`src/rtl/ap_result_packer_pkg.sv`:
```
// ap_result_packer_pkg: shared widths and packer state encoding
package ap_result_packer_pkg;
  localparam int default_element_width = 32;
  localparam int default_no_of_units = 8;
  typedef enum logic [1:0] {IDLE, COLLECT, LASTWR, FIN} state_e;
endpackage

```
`src/rtl/ap_result_packer.sv`:
```
// ap_result_packer: packs dot-product results into AP memory words and signals run completion
module ap_result_packer
  import ap_result_packer_pkg::*;
#(
  parameter int element_width = default_element_width,
  parameter int no_of_units = default_no_of_units,
  parameter int addr_width = 10
) (
  input  logic                                 clk,
  input  logic                                 reset,
  input  logic                                 start,
  input  logic [31:0]                          total,
  input  logic [element_width-1:0]             result,
  input  logic                                 result_valid,
  output logic                                 ap_mem_we,
  output logic [addr_width-1:0]                ap_mem_addr,
  output logic [element_width*no_of_units-1:0] ap_mem_wdata,
  output logic                                 busy,
  output logic                                 done,
  output logic                                 overflow_err
);
  localparam int lw = (no_of_units > 1) ? $clog2(no_of_units) : 1;
  localparam logic [lw-1:0] last_lane = lw'(no_of_units - 1);
  state_e state_q, state_d;
  logic [31:0] total_q, total_d, cnt_q, cnt_d;
  logic [lw-1:0] lane_q, lane_d;
  logic [element_width-1:0] lanes_q [no_of_units];
  logic [element_width-1:0] lanes_d [no_of_units];
  logic we_q, we_d, ovf_q, ovf_d;
  logic [addr_width-1:0] addr_q, addr_d;
  logic [element_width*no_of_units-1:0] wdata_q, wdata_d, word;
  logic accept, last, emit;
  assign accept = state_q == COLLECT && result_valid;
  assign last = cnt_q + 32'd1 == total_q;
  assign emit = accept && (lane_q == last_lane || last);
  always_comb begin
    word = '0;
    for (int k = 0; k < no_of_units; k++)
      word[k*element_width +: element_width] = (lw'(k) == lane_q) ? result : lanes_q[k];
  end
  always_comb begin
    state_d = state_q;
    total_d = total_q;
    cnt_d = cnt_q;
    lane_d = lane_q;
    lanes_d = lanes_q;
    we_d = emit;
    addr_d = we_q ? addr_q + addr_width'(1) : addr_q;
    wdata_d = emit ? word : wdata_q;
    ovf_d = ovf_q | (result_valid && state_q != COLLECT);
    case (state_q)
      IDLE: if (start) begin
        total_d = total;
        cnt_d = '0;
        lane_d = '0;
        lanes_d = '{default: '0};
        addr_d = '0;
        ovf_d = 1'b0;
        state_d = (total == 32'd0) ? FIN : COLLECT;
      end
      COLLECT: if (accept) begin
        cnt_d = cnt_q + 32'd1;
        lane_d = emit ? '0 : lane_q + lw'(1);
        if (emit) lanes_d = '{default: '0};
        else lanes_d[lane_q] = result;
        state_d = last ? LASTWR : COLLECT;
      end
      LASTWR: state_d = FIN;
      default: state_d = IDLE;
    endcase
  end
  always_ff @(posedge clk or negedge reset) begin
    if (!reset) begin
      state_q <= IDLE;
      total_q <= '0;
      cnt_q <= '0;
      lane_q <= '0;
      lanes_q <= '{default: '0};
      we_q <= 1'b0;
      addr_q <= '0;
      wdata_q <= '0;
      ovf_q <= 1'b0;
    end else begin
      state_q <= state_d;
      total_q <= total_d;
      cnt_q <= cnt_d;
      lane_q <= lane_d;
      lanes_q <= lanes_d;
      we_q <= we_d;
      addr_q <= addr_d;
      wdata_q <= wdata_d;
      ovf_q <= ovf_d;
    end
  end
  assign ap_mem_we = we_q;
  assign ap_mem_addr = addr_q;
  assign ap_mem_wdata = wdata_q;
  assign busy = state_q != IDLE;
  assign done = state_q == FIN;
  assign overflow_err = ovf_q;
endmodule
```
`config.mk`:
```
export PLATFORM = sky130hd
export DESIGN_NAME = ap_result_packer
export DESIGN_NICKNAME = d
export VERILOG_FILES = /design/src/rtl/ap_result_packer_pkg.sv /design/src/rtl/ap_result_packer.sv
export SDC_FILE = /design/constraint.sdc
export NUM_CORES = 1
export LEC_CHECK = 0
export BUFFER_PORTS_ARGS = -buffer_cell sky130_fd_sc_hd__buf_4
export CAP_MARGIN = 20
export CORE_UTILIZATION = 53
export CTS_CLUSTER_DIAMETER = 150
export DETAILED_ROUTE_END_ITERATION = 12
export PLACE_DENSITY = 0.83
export SLEW_MARGIN = 20
export SYNTH_ARGS = -nofsm -noshare
export SYNTH_HDL_FRONTEND = slang
export SYNTH_SLANG_ARGS = --single-unit
export TNS_END_PERCENT = 100
```
`constraint.sdc`:
```
create_clock -name clk -period 4.03 [get_ports clk]
set_input_delay 0.403 -clock clk [delete_from_list [all_inputs] [get_ports clk]]
set_output_delay 0.403 -clock clk [all_outputs]
set_load 0.1 [all_outputs]
```
==> results.md <==
- Placed cells: 3276
- Vias/cell: 6.435
- H-Tree Depth: 2
- TritonRoute pass-1 iters: 5
- FMAX: 251.6 MHz
- Cell Area, Synth: 26650 sq um
- Post-route cell area: 33230 sq um
- Setup violators final: 0
- Placed cell areas: 30510 sq um
- Port bufs: 337
- Main synth FF type: dfrtp_1
- Number of flops mapped to enable cells by yosys: 0
- Largest net degree at the start of global routing: 124
- Fin. max-slew vios: 0
- WHS Path Cells: 3
- Initial antenna violation count: 0
- TritonCTS Buffers: 60
- Top delay family on crit path: simple AND/OR/NAND/NOR gates
- Power Density: 898.5 nW/um^2
- Startpoint types: flop
- Share of layout cells above drive strength 1: 0.2359
- Commonest cells after routing, fill and taps aside: 589 x dfrtp_1, 432 x o21ai_0, 413 x buf_4, 257 x a22o_1, 230 x mux2i_1
- RR Endpoint: lanes_q[57]
- Critical R2R Launch: cnt_q[9]
- Commonest non-fill, non-tap cell in the layout: dfrtp_1
- Leakage: 16.46 nW
- Hold Path Class: in2reg
- Clk pin slew, worst setup/hold paths: 0.06 ns
- Crit share post-route: 0.9864
- Buf+Inv Stages, Crit Path: 4
- Unique masters post-synth: 62
- Die area: 51190 sq um
- Final min period: 3.975 ns
- DRC viols: 0
- Core area: 49250 sq um
- First-pass GRT wire length: 127.4 mm
- Worst slew pin tran: 1.160 ns
- Global route overflow: 0
- Detailed Route WL: 85.30 mm
- Row Count: 81
- I/O Pins: 338
- GPL Wtd Cong: 0.9420
- Wirelength per Cell: 24.85 microns
- Worst VDD drop: 743.1 uV
- CP Data Required Time: 4.54 ns
- CP Capture Type: flop
- HPWL reported at the end of detailed placement: 53.60 mm
- Setup slack at placement: 0.06913 ns
- Clk buf depth: 3
- Hold wc startpoint: total[31]
- Max_cap viols: 0
- Worst R2R Path Depth: 13
- Hold Vio Cnt, Final: 0
- Final Non-Filler Cells: 3432
- Sequential area share after synthesis: 0.5568
- Critical Path Slowest Stage Cell: or4_4
- Starting Density: 0.5411
- CP Cell Sequence: buf_4, nand4_1, buf_4, nor4_4, and2_4, a31oi_1, or4_4, or4_4, o31ai_4, buf_12, o31ai_4, buf_12, a22o_1
- Syn Nets: 2465
- Clock latency on the worst-skew pair: 0.64 ns
- Critical path class: reg2reg
- CP arrival: 4.48 ns
- TritonCTS clock tree: yes
- Die H: 226.2 microns
- Tot Pwr: 29.86 mW
- GRT Util Overall: 0.3242
- Syn_area_per_cell: 11.16 sq um
- Max FO, Critical Path: 20
- Number of DRC markers in iteration 0: 2483
- Crit-path max cell delay: 0.58 ns
- CP Depth: 13
- Vias in the first global route: 21595
- Antenna viol nets, final: 0
- Status: finished clean
- Syn. warnings: 0
- Overall die width: 226.2 microns
- Fill cells: 3613
- Post-route setup slack: 0.05496 ns
- P&R area growth vs syn: 24.68%
- Slew headroom: 0.2268
- Async SR Flop Fraction: 1.000
- Via count: 22086
- Post-Syn Instances: 2389
- CTS root buf: clkbuf_16
- R2r setup slk: 0.05 ns
- # diodes: 0
- CTS sink count: 593
- Synth Register Bits: 593
- Clock skew: 0.03032 ns
- Layout net count: 2793
- Hold endpoint: total_q[31]
worst max path at each step:
stage	from	endpoint	slack (ns)
finish	cnt_q[9]	lanes_q[57]	0.05
global route	cnt_q[9]	lanes_q[150]	-0.03
CTS	cnt_q[18]	lanes_q[243]	0.03
detailed placement	cnt_q[18]	lanes_q[250]	0.07
global placement	cnt_q[18]	lanes_q[237]	0.04
floorplan	cnt_q[0]	ap_mem_wdata[100]	0.17
stage by stage:
step                hold WS, ns    util  TNS, ns
finish                  0.05301  0.6746        0
CTS                     0.02923  0.6705        0
floorplan                0.1074       -        0
global route            0.04688  0.6746  -0.2531
detailed placement       0.4446  0.6195        0
global placement         0.4344  0.6195        0
state kept, by name, indices dropped and copies added (netlist names):
signal        count
total_q          32
state_q           2
overflow_err      1
ap_mem_wdata    256
lane_q            3
ap_mem_addr      10
lanes_q         256
ap_mem_we         1
cnt_q            32
power by group:
group | internal (mW) | total [mW] | switching [mW]
logic | 4.05 | 14.0 | 9.96
registers | 8.14 | 9.76 | 1.61
clock network | 3.60 | 6.08 | 2.48
metal layers:
layer  wire (microns)  vias to the layer above  share of wire  GRT usage
met1            34300                    11255           0.40     0.4474
met5                0                        -              0          0
met2            40250                     1220           0.47     0.5094
li1                 -                     9429              -          -
met4             2789                        0          0.033     0.1214
met3             7965                      182          0.093    0.06180
repair_timing:
action	4_1_cts	5_1_grt
resized for setup	0	24
hold buffers	32	0
buffers inserted	0	5
hold endpoints to repair	102	0
endpoints found under the setup margin	0	400
cell type report:
cell class,count,area [sq um],share of cell area
Sequential cell,593,14840,0.4467
Multi-Input combinational cell,1564,11040,0.3322
Timing Repair Buffer,488,4280,0.1288
Clock buffer,80,1718,0.05170
Tap cell,664,830.8,0.02500
Clock inverter,33,474.2,0.01427
Inverter,10,42.54,0.001280
cell families (layout without fill, tap and decap cells):
logic type | after synthesis | count (layout) | share of synthesized area
DFF | 593 | 593 | 0.5568
xor gates and xnor gates | 47 | 47 | 0.01596
muxes | 295 | 295 | 0.1138
buffers and inverters | 236 | 611 | 0.03854
and+or+nand+nor | 421 | 425 | 0.07525
adders and majority gates | 8 | 8 | 0.003756
AOI/OAI and AO/OA | 789 | 789 | 0.1959
worst register-to-register path, cell delays in order, from the launching register on:
cell	delay [ns]
dfrtp_1	0.37
buf_4	0.17
nand4_1	0.10
buf_4	0.18
nor4_4	0.34
and2_4	0.21
a31oi_1	0.11
or4_4	0.57
or4_4	0.58
o31ai_4	0.40
buf_12	0.24
o31ai_4	0.14
buf_12	0.20
a22o_1	0.25
synthesized netlist by cell type, types with 2 or more instances:
cell type / instances / area share
buf_6: 15 / 0.0063
nand3_1: 55 / 0.010
nor3_1: 16 / 0.0030
a31o_2: 4 / 0.0013
o32ai_1: 2 / 0.00066
mux2i_1: 230 / 0.086
a22o_1: 257 / 0.084
a31oi_1: 8 / 0.0019
o21ai_0: 434 / 0.081
a211oi_1: 2 / 0.00056
and3_1: 8 / 0.0019
nor4b_1: 2 / 0.00066
xnor2_1: 27 / 0.0089
buf_1: 3 / 0.00042
ha_1: 8 / 0.0038
buf_2: 18 / 0.0034
o31ai_1: 14 / 0.0039
nor3b_1: 3 / 0.00084
o211ai_1: 2 / 0.00056
a21oi_1: 17 / 0.0032
and4_1: 2 / 0.00066
nor4_1: 17 / 0.0040
mux2_1: 29 / 0.012
and2_1: 7 / 0.0016
or4_1: 6 / 0.0017
nand4_1: 25 / 0.0059
nand3b_1: 6 / 0.0017
nand2b_1: 6 / 0.0014
nor2_1: 49 / 0.0069
dfrtp_1: 593 / 0.56
o22ai_1: 3 / 0.00070
a221o_1: 33 / 0.012
or3_1: 6 / 0.0014
inv_1: 8 / 0.0011
xor2_1: 19 / 0.0062
clkbuf_1: 188 / 0.026
nand2_1: 201 / 0.028
o31a_1: 3 / 0.00099
nor2b_1: 3 / 0.00070
mux2_2: 36 / 0.015
o41ai_1: 3 / 0.00099
Note: power is estimated with default switching activity, not from simulation.
